### src/rtl/cpu_idle_dma_sched.sv
// cpu_idle_dma_sched
// Slots PI-side DMA accesses to the shared PRG ROM / SRM bus into the
// CPU-idle part of each M2 cycle (M2 low). When M2 stops toggling for
// IDLE_TMO clocks (console halted or off), accesses run without waiting
// for an M2 fall.
// Optional build macro: DMA_STAT_EN adds the ovr_cnt/acc_cnt statistics ports.
// SETUP_CYC and ACC_CYC must each be in 1..16 (4-bit phase counter).

module cpu_idle_dma_sched #(
  parameter int SETUP_CYC = 2,
  parameter int ACC_CYC   = 4,
  parameter int IDLE_TMO  = 127
) (
  input  logic        clk,
  input  logic        rst,
  input  logic        m2,
  input  logic        dma_req,
  input  logic        dma_we,
  input  logic        dma_srm,
  input  logic [22:0] dma_addr,
  input  logic [7:0]  dma_di,
  input  logic [7:0]  mem_do,
  output logic        dma_ack,
  output logic [7:0]  dma_do,
  output logic        sel_prg,
  output logic        sel_srm,
  output logic        mem_ce,
  output logic        mem_oe,
  output logic        mem_we,
  output logic [22:0] mem_addr,
  output logic [7:0]  mem_dati,
  output logic        busy
`ifdef DMA_STAT_EN
  ,
  output logic [7:0]  ovr_cnt,
  output logic [15:0] acc_cnt
`endif
);

  typedef enum logic [2:0] {
    S_IDLE,
    S_WAIT,
    S_SETUP,
    S_ACCESS,
    S_RELEASE
  } state_t;

  localparam logic [3:0] SETUP_LAST = 4'(SETUP_CYC - 1);
  localparam logic [3:0] ACC_LAST   = 4'(ACC_CYC - 1);
  localparam logic [7:0] TMO_MAX    = 8'(IDLE_TMO);

  state_t      state, state_nx;
  logic [3:0]  phase_cnt, phase_nx;
  logic        m2_meta, m2_sync, m2_prev;
  logic        m2_fall, m2_rise, m2_edge;
  logic [7:0]  tmo_cnt;
  logic        freerun;
  logic        latch_en;
  logic        capture_en;
  logic        acc_we;
  logic        acc_srm;
  logic        sel_on;

  // Two-flop synchroniser for the asynchronous M2, plus one history flop for edge detection.
  // NOTE: sequential state always uses <= so every flop samples pre-edge values; = here would collapse the synchroniser chain into one flop.
  always_ff @(posedge clk) begin
    if (!rst) begin
      m2_meta <= 1'b0;
      m2_sync <= 1'b0;
      m2_prev <= 1'b0;
    end else begin
      m2_meta <= m2;
      m2_sync <= m2_meta;
      m2_prev <= m2_sync;
    end
  end

  assign m2_fall = m2_prev & ~m2_sync;
  assign m2_rise = ~m2_prev & m2_sync;
  assign m2_edge = m2_prev ^ m2_sync;

  // Idle timeout: cycles since the last M2 edge, saturating at IDLE_TMO.
  always_ff @(posedge clk) begin
    if (!rst) begin
      tmo_cnt <= 8'd0;
    end else if (m2_edge) begin
      tmo_cnt <= 8'd0;
    end else if (tmo_cnt != TMO_MAX) begin
      tmo_cnt <= tmo_cnt + 8'd1;
    end
  end

  // Free-run holds exactly while the counter sits at its saturation value.
  assign freerun = (tmo_cnt == TMO_MAX);

  // State register and SETUP/ACCESS phase counter.
  always_ff @(posedge clk) begin
    if (!rst) begin
      state     <= S_IDLE;
      phase_cnt <= 4'd0;
    end else begin
      state     <= state_nx;
      phase_cnt <= phase_nx;
    end
  end

  // Next-state logic and bus outputs decoded from the current state.
  // NOTE: every signal gets its default first so no path through the case leaves one unassigned (which would infer a latch).
  always_comb begin
    state_nx   = state;
    phase_nx   = phase_cnt;
    latch_en   = 1'b0;
    capture_en = 1'b0;
    case (state)
      S_IDLE: begin
        if (dma_req) begin
          latch_en = 1'b1;
          phase_nx = 4'd0;
          state_nx = (m2_fall || freerun) ? S_SETUP : S_WAIT;
        end
      end
      S_WAIT: begin
        if (m2_fall || freerun) begin
          phase_nx = 4'd0;
          state_nx = S_SETUP;
        end
      end
      S_SETUP: begin
        // CPU came back before the access started: back off, keep the request.
        if (m2_sync && !freerun) begin
          state_nx = S_WAIT;
        end else if (phase_cnt == SETUP_LAST) begin
          phase_nx = 4'd0;
          state_nx = S_ACCESS;
        end else begin
          phase_nx = phase_cnt + 4'd1;
        end
      end
      S_ACCESS: begin
        // Once the strobes are up the access always completes.
        if (phase_cnt == ACC_LAST) begin
          capture_en = ~acc_we;
          state_nx   = S_RELEASE;
        end else begin
          phase_nx = phase_cnt + 4'd1;
        end
      end
      S_RELEASE: state_nx = S_IDLE;
      default:   state_nx = S_IDLE;
    endcase

    sel_on  = (state == S_SETUP) || (state == S_ACCESS) || (state == S_RELEASE);
    sel_prg = sel_on & ~acc_srm;
    sel_srm = sel_on & acc_srm;
    mem_ce  = (state == S_ACCESS);
    mem_oe  = (state == S_ACCESS) & ~acc_we;
    mem_we  = (state == S_ACCESS) & acc_we;
    dma_ack = (state == S_RELEASE);
    busy    = (state != S_IDLE);
  end

  // Request latch and read-data capture.
  // NOTE: these are a handful of flops, not a memory array, so they are all reset to give clean zero outputs after rst.
  always_ff @(posedge clk) begin
    if (!rst) begin
      acc_we   <= 1'b0;
      acc_srm  <= 1'b0;
      mem_addr <= 23'd0;
      mem_dati <= 8'd0;
      dma_do   <= 8'd0;
    end else begin
      if (latch_en) begin
        acc_we   <= dma_we;
        acc_srm  <= dma_srm;
        mem_addr <= dma_addr;
        mem_dati <= dma_di;
      end
      if (capture_en) begin
        dma_do <= mem_do;
      end
    end
  end

`ifdef DMA_STAT_EN
  // Statistics: M2 rises during ACCESS (overruns, saturating) and completed accesses (wrapping).
  always_ff @(posedge clk) begin
    if (!rst) begin
      ovr_cnt <= 8'd0;
      acc_cnt <= 16'd0;
    end else begin
      if ((state == S_ACCESS) && m2_rise && (ovr_cnt != 8'hFF)) begin
        ovr_cnt <= ovr_cnt + 8'd1;
      end
      if (state == S_RELEASE) begin
        acc_cnt <= acc_cnt + 16'd1;
      end
    end
  end
`endif

endmodule

### config.mk
export PLATFORM = sky130hd
export DESIGN_NAME = cpu_idle_dma_sched
export DESIGN_NICKNAME = d
export VERILOG_FILES = /design/src/rtl/cpu_idle_dma_sched.sv
export SDC_FILE = /design/constraint.sdc
export NUM_CORES = 1
export LEC_CHECK = 0
export ABC_AREA = 1
export BUFFER_PORTS_ARGS = -buffer_cell sky130_fd_sc_hd__buf_2
export CAP_MARGIN = 20
export CORE_MARGIN = 4
export CORE_UTILIZATION = 40
export CTS_BUF_LIST = sky130_fd_sc_hd__clkbuf_4 sky130_fd_sc_hd__clkbuf_8 sky130_fd_sc_hd__clkbuf_16
export CTS_CLUSTER_SIZE = 28
export DETAILED_ROUTE_END_ITERATION = 12
export GPL_ROUTABILITY_DRIVEN = 0
export PLACE_DENSITY = 0.65
export SYNTH_ARGS = -nofsm -noshare
export SYNTH_HDL_FRONTEND = slang
export SYNTH_SLANG_ARGS = --single-unit
### constraint.sdc
create_clock -name clk -period 1.5 [get_ports clk]
set_clock_uncertainty 0.2 [all_clocks]
set_input_delay 0.075 -clock clk [delete_from_list [all_inputs] [get_ports clk]]
set_output_delay 0.075 -clock clk [all_outputs]
set_load 0.02 [all_outputs]
==> flow_summary.toml, run 1 <==
[drt]
vias = 2874
post-route-drc-count = 0
wl_met1_um = 3210
drt-total-wl_um = 8110
met3_length_um = 477
wl_per_cell_um = 14.1
vias_per_cell = 4.99
met2_length_um = 4150
drt_iter0_drc = 201
ant_nets = 0
first_pass_iters = 4
top_layer_used = "met4"

[die]
die_w_um = 87.1
core-area_um2 = 5990
start_util_pct = 41.8
io_pins = 91
dieArea_um2 = 7590
fp.dieH_um = 87.1
row_count = 28

[yosys]
syn_avg_cell_area_um2 = 7.61
synth_compound_area_share_pct = 12.2
synth_fa_ha_area_share_pct = 2.00
synth_edf_count = 0
ys_warn_count = 0
ys.flop_type = "dfxtp_1"
yosys-top-cells-count = "nand2_1 (66), dfxtp_1 (59), a21oi_1 (41), nand3_1 (39), nor2_1 (29)"
synthMuxAreaShare_pct = 0
ys_seq_area_share_pct = 47.2
netlist_area_um2 = 2500
synth.most_common_cell = "nand2_1"
synth_top_family_by_area = "simple AND/OR/NAND/NOR gates"
synthesis.nets = 378
synth_cell_type_count = 29
yosysTopAreaCell = "dfxtp_1"
ys_async_sr_fraction_pct = 0
synthXorXnorAreaFrac_pct = 2.10
synth_top_cell_area_share_pct = 47.2
synthCells = 329
synth-simple-area-share_pct = 29.5
ys_ff_latch = 59
synth_area_leaders = "dfxtp_1 (47%), nand2_1 (9.9%), a21oi_1 (8.2%)"

[global_route]
grt_pass1_vias = 2828
grt_util_all_layers_pct = 20.7
grt_start_max_net_pins = 27
grt_pass1_wl_um = 12400
grt_overflow = 0
antenna_found_initial = 0

[layout]
drive_above_1_share_pct = 36.9
finalNetCount = 545
instances_no_fill = 576
area_growth_syn_to_layout_pct = 65.1
num_antenna_cells = 0

[sta]
fin_ws_ns = -0.111
slew_headroom_pct = 73.5
final-hold-violation-count = 0
fin_crit_ns = 1.61
fin_crit_sh_pct = 107
drv_slew = 0
max_freq_mhz = 621
setup_tns_ns = -1.27
setup_viol = 35
worst_slew_pin_slew_ns = 0.396
rsz0062_at_grt = "true"

[clock_network]
cts_tree = "built"
clkLatencyLatePin_ns = 0.33
clock_path_buffers = 2
htreeDepth = 3
cts_root_buffer = "clkbuf_8"
cts.clk_slew.worst_paths_ns = 0.07
clock-sinks = 59
numCtsBuffers = 9

[power_and_ir_drop]
peakVddDrop_v = 0.000911
pwr-share-comb_pct = 42.4
p_total_mw = 6.00
swShare_pct = 37.9
internal-power_mw = 3.72
p_sw_mw = 2.28
power_per_cell_area_nw_per_um2 = 1450
pwr-share-seq_pct = 33.4
clkPwrFrac_pct = 24.2
leakagePower_nw = 1.97

[worst_setup_path]
cp.arrival_ns = 1.34
end_kind = "output pin"
critical_path.max_fanout = 4
required_ns = 1.22
criticalPathCategory = "reg2out"
critPathLaunchType = "flip-flop"

[job]
max_cap_violations = 0

[status]
status = "complete, but fails checks"
violations = "setup timing"

[placement]
dp_cells = 503
dp_hpwl_um = 4690
port_buffers = 90

[min_path]
hold_class = "in2reg"
[final cells by class]
cell class              instances  area, µm²
clock buffers                  11        145
clock inverters                 5       52.6
flip-flops and latches         59       1200
multi-input cells             227       1290
fillers                       452       1860
repair buffers                170       1240
well taps                      75       93.8
inverters                      29        116
[metrics by stage]
step	setup WS (ns)	hold WS, ns	area (µm²)	utilization [%]
6_report	-0.111	0.0767	4130	69.0
5_1_grt	-0.159	0.0724	4130	69.0
4_1_cts	-0.109	0.0631	4040	67.5
3_5_place_dp	-0.0784	0.0732	3210	53.6
3_3_place_gp	-0.0568	0.0707	3210	53.6
2_1_floorplan	0.00221	-0.0274	2540	-
[timing repair]
item,in CTS,in global routing
buffers inserted,9,1
setup endpoints to repair,21,55
gates resized for setup,32,25
endpoints found under the hold margin,51,0
pin swaps,7,11
cloned,0,1
hold buffers,46,0
[path summary, 6_finish.rpt]
kind,start,to,slack [ns],cells after the start
worst max-delay path,state[1],sel_prg,-0.11,6
worst min-delay path,dma_req,mem_addr[7],0.08,4
worst max register to register,state[2],phase_cnt[1],-0.09,9
worst min register to register,m2_meta,m2_sync,0.24,2
[power groups by stage]
stage	sequential [mW]	clock [mW]	combinational [mW]
floorplan	2.14	0	1.13
global placement	1.97	0	1.86
detailed placement	1.98	0	1.88
CTS	1.97	1.47	2.33
global route	2.02	1.57	2.75
finish	2.00	1.45	2.54
[placed cells by master, fill, tap and decap left out, types with 3 or more instances in the layout]
cell	count
nand2_2	4
dlygate4sd3_1	46
nand2_1	63
buf_6	10
o21ai_0	7
nand3_2	3
nand2_4	6
nor2_1	28
buf_2	85
xor2_1	3
clkbuf_8	10
o21ai_1	8
inv_1	20
nor2_4	4
clkinv_2	3
inv_4	3
xnor2_1	3
dfxtp_4	3
nand3_1	36
dfxtp_2	4
buf_4	27
inv_2	5
a21oi_1	40
dfxtp_1	52
[critical path, stage by stage (launching register included)]
cell and delay, ns:
dfxtp_4 0.36, buf_6 0.12, nor3_4 0.13, nand3b_1 0.15, nand2_1 0.07, inv_2 0.05
buf_6 0.11
[kinds of logic (layout without fill, tap and decap cells)]
kind of cell / Yosys count / in the layout
buf+inv: 44 / 215
xor+xnor: 6 / 6
flops: 59 / 59
simple gates: 157 / 158
compound gates: 59 / 59
fa+ha+maj: 4 / 4
[sequential cells by signal (all words and copies together) (netlist names)]
name / flops
acc_srm: 1
acc_we: 1
dma_do: 8
m2_meta: 1
m2_prev: 1
m2_sync: 1
mem_addr: 23
mem_dati: 8
phase_cnt: 4
state: 3
tmo_cnt: 8
[per-layer routing]
metal | vias to the layer above | track usage, %
li1 | 1409 | -
met1 | 1350 | 23.6
met2 | 89 | 34.4
met3 | 26 | 7.28
met4 | 0 | 10.2
met5 | - | 0
Power figures use the tool's default switching activity.
==> inputs of run 2 (changes only) <==
- BUFFER_PORTS_ARGS: -buffer_cell sky130_fd_sc_hd__buf_2 -> unset
- DONT_BUFFER_PORTS: unset -> 1
- PLACE_DENSITY: 0.65 -> 0.52
==> run 2 against run 1 <==
Effect of this change: the run still ends with setup timing left; utilization decreased by 5.5 points; die area unchanged; sequential share of layout area increased by 2.4 points; cell count decreased by 14%; clock power decreased by 15%; design area decreased by 8.0%; count of clock-buffer cells in the layout decreased by 1; register-to-register slack improved by 0.02 ns; total power decreased by 6.3%; flip-flop and latch count unchanged; sequential power increased by 10%.
==> flow_summary.toml, run 2 (synthesis results as in run 1) <==
[drt]
post-route-drc-count = 0
drt_iter0_drc = 100
first_pass_iters = 4
wl_per_cell_um = 14.7
vias = 2460
vias_per_cell = 4.99
drt-total-wl_um = 7240
ant_nets = 0

[sta]
rsz0062_at_grt = "true"
slew_headroom_pct = 56.2
fin_ws_ns = -0.0873
drv_slew = 0
setup_viol = 43
fin_crit_ns = 1.59
worst_slew_pin_slew_ns = 0.657
max_freq_mhz = 630
fin_crit_sh_pct = 106
final-hold-violation-count = 0
setup_tns_ns = -1.90

[status]
status = "complete, but fails checks"
violations = "setup timing"

[layout]
multi_input_area_um2 = 1340
layout_common_cells = "nand2_1 (61), dfxtp_1 (52), dlygate4sd3_1 (43), a21oi_1 (37), nand3_1 (36)"
area_growth_syn_to_layout_pct = 52.0
seqCellArea_um2 = 1190
finalNetCount = 463
drive_above_1_share_pct = 28.2
instances_no_fill = 493
fillers = 525
largest_register_ffs = 23
top_register = "mem_addr"
post-route-util_pct = 63.5
num_antenna_cells = 0
final_common_cell = "nand2_1"

[worst_setup_path]
end_kind = "output pin"
critical_path.max_fanout = 6
worstPathCellList = "buf_6 -> nor2_4 -> buf_12 -> inv_1 -> buf_4"
required_ns = 1.22
cp.arrival_ns = 1.31
critPathLaunchType = "flip-flop"
worst_r2r_endpoint = "mem_dati[0]"
reg2reg_from = "state[1]"
regToRegSetupSlack_ns = -0.07
worst_r2r_path_depth = 7
cp_slowest_cell = "dfxtp_4"
criticalPathCategory = "reg2out"
max_stage_delay_ns = 0.38

[global_route]
grt_overflow = 0
grt_start_max_net_pins = 36
grt_util_all_layers_pct = 20.2
grt_pass1_vias = 2394
grt_pass1_wl_um = 11900
antenna_found_initial = 0

[min_path]
whs_path_depth = 3
hold_class = "in2reg"
hp-start = "m2"
min_to = "m2_meta"

[die]
die_w_um = 87.1
fp.dieH_um = 87.1
row_count = 28
io_pins = 91
dieArea_um2 = 7590
start_util_pct = 41.8
core-area_um2 = 5990

[power_and_ir_drop]
power_per_cell_area_nw_per_um2 = 1480
peakVddDrop_v = 0.000933
leakagePower_nw = 1.62

[clock_network]
cts_tree = "built"
numCtsBuffers = 9
htreeDepth = 3
cts_root_buffer = "clkbuf_8"
clock_path_buffers = 2
clkLatencyLatePin_ns = 0.33
clock-sinks = 59
cts.clk_slew.worst_paths_ns = 0.07

[placement]
dp_hpwl_um = 4260
port_buffers = 0
dp_slack_ns = -0.0773
dp_cells = 418

[job]
max_cap_violations = 0
[run 2: cell types whose count changed in the layout (fill, tap and decap cells not counted), sizes merged]
cell          previous run  this run
nand4                    3         2
inv                     28        26
bufinv                   1         0
clkbuf                  11        10
dlymetal6s4s             0         1
clkinvlp                 1         3
dlygate4sd3             46        43
buf                    124        45
clkinv                   4         5
[run 2: how the worst max path moves through the flow]
| stage | slack, ns | to | cells past startpoint | from |
|---|---|---|---|---|
| 6_report | -0.09 | busy | 5 | state[1] |
| 5_1_grt | -0.18 | mem_we | 6 | state[2] |
| 4_1_cts | -0.11 | mem_oe | 6 | state[1] |
| 3_5_place_dp | -0.08 | dma_do[7] | 6 | state[1] |
| 3_3_place_gp | -0.07 | dma_do[7] | 6 | state[1] |
| 2_1_floorplan | 0.002 | phase_cnt[2] | 10 | tmo_cnt[1] |
[run 2: what timing repair did]
action	in CTS	in global routing
gates cloned	1	0
resized for setup	29	50
setup endpoints to repair	51	62
pin swaps	4	10
hold buffers	45	0
buffers inserted	8	7
endpoints found under the hold margin	59	0
[run 2: layout make-up]
| class | count | area share [%] |
|---|---|---|
| multi-input cells | 226 | 35.2 |
| flip-flops and latches | 59 | 31.4 |
| repair buffers | 89 | 23.3 |
| clock buffers | 10 | 3.62 |
| inverters | 29 | 3.16 |
| well taps | 75 | 2.47 |
| clock inverters | 5 | 0.789 |
[run 2: metal layers]
metal	global-route usage, %	wire (µm)
met1	23.7	2960
met2	33.4	3710
met3	6.72	410
met4	9.21	159
met5	0	0
[run 2: metrics by stage]
stage | area (µm²) | power [mW] | hold slack (ns)
after floorplan | 2540 | 3.27 | -0.0274
after global placement | 2800 | 3.65 | -0.0244
after detailed placement | 2800 | 3.66 | -0.0194
after CTS | 3620 | 5.57 | 0.186
after global routing | 3800 | 6.00 | 0.197
final | 3800 | 5.62 | 0.201
[run 2: report_power, final]
group	switching [mW]	internal (mW)	total, mW
registers	0.392	1.81	2.20
clock network	0.604	0.624	1.23
logic	1.17	1.02	2.19
[run 2: critical path: cells and delay by family, from the launching register on]
family / cells / cell delay, ns
buf+inv: 4 / 0.42
flops: 1 / 0.38
simple gates: 1 / 0.17
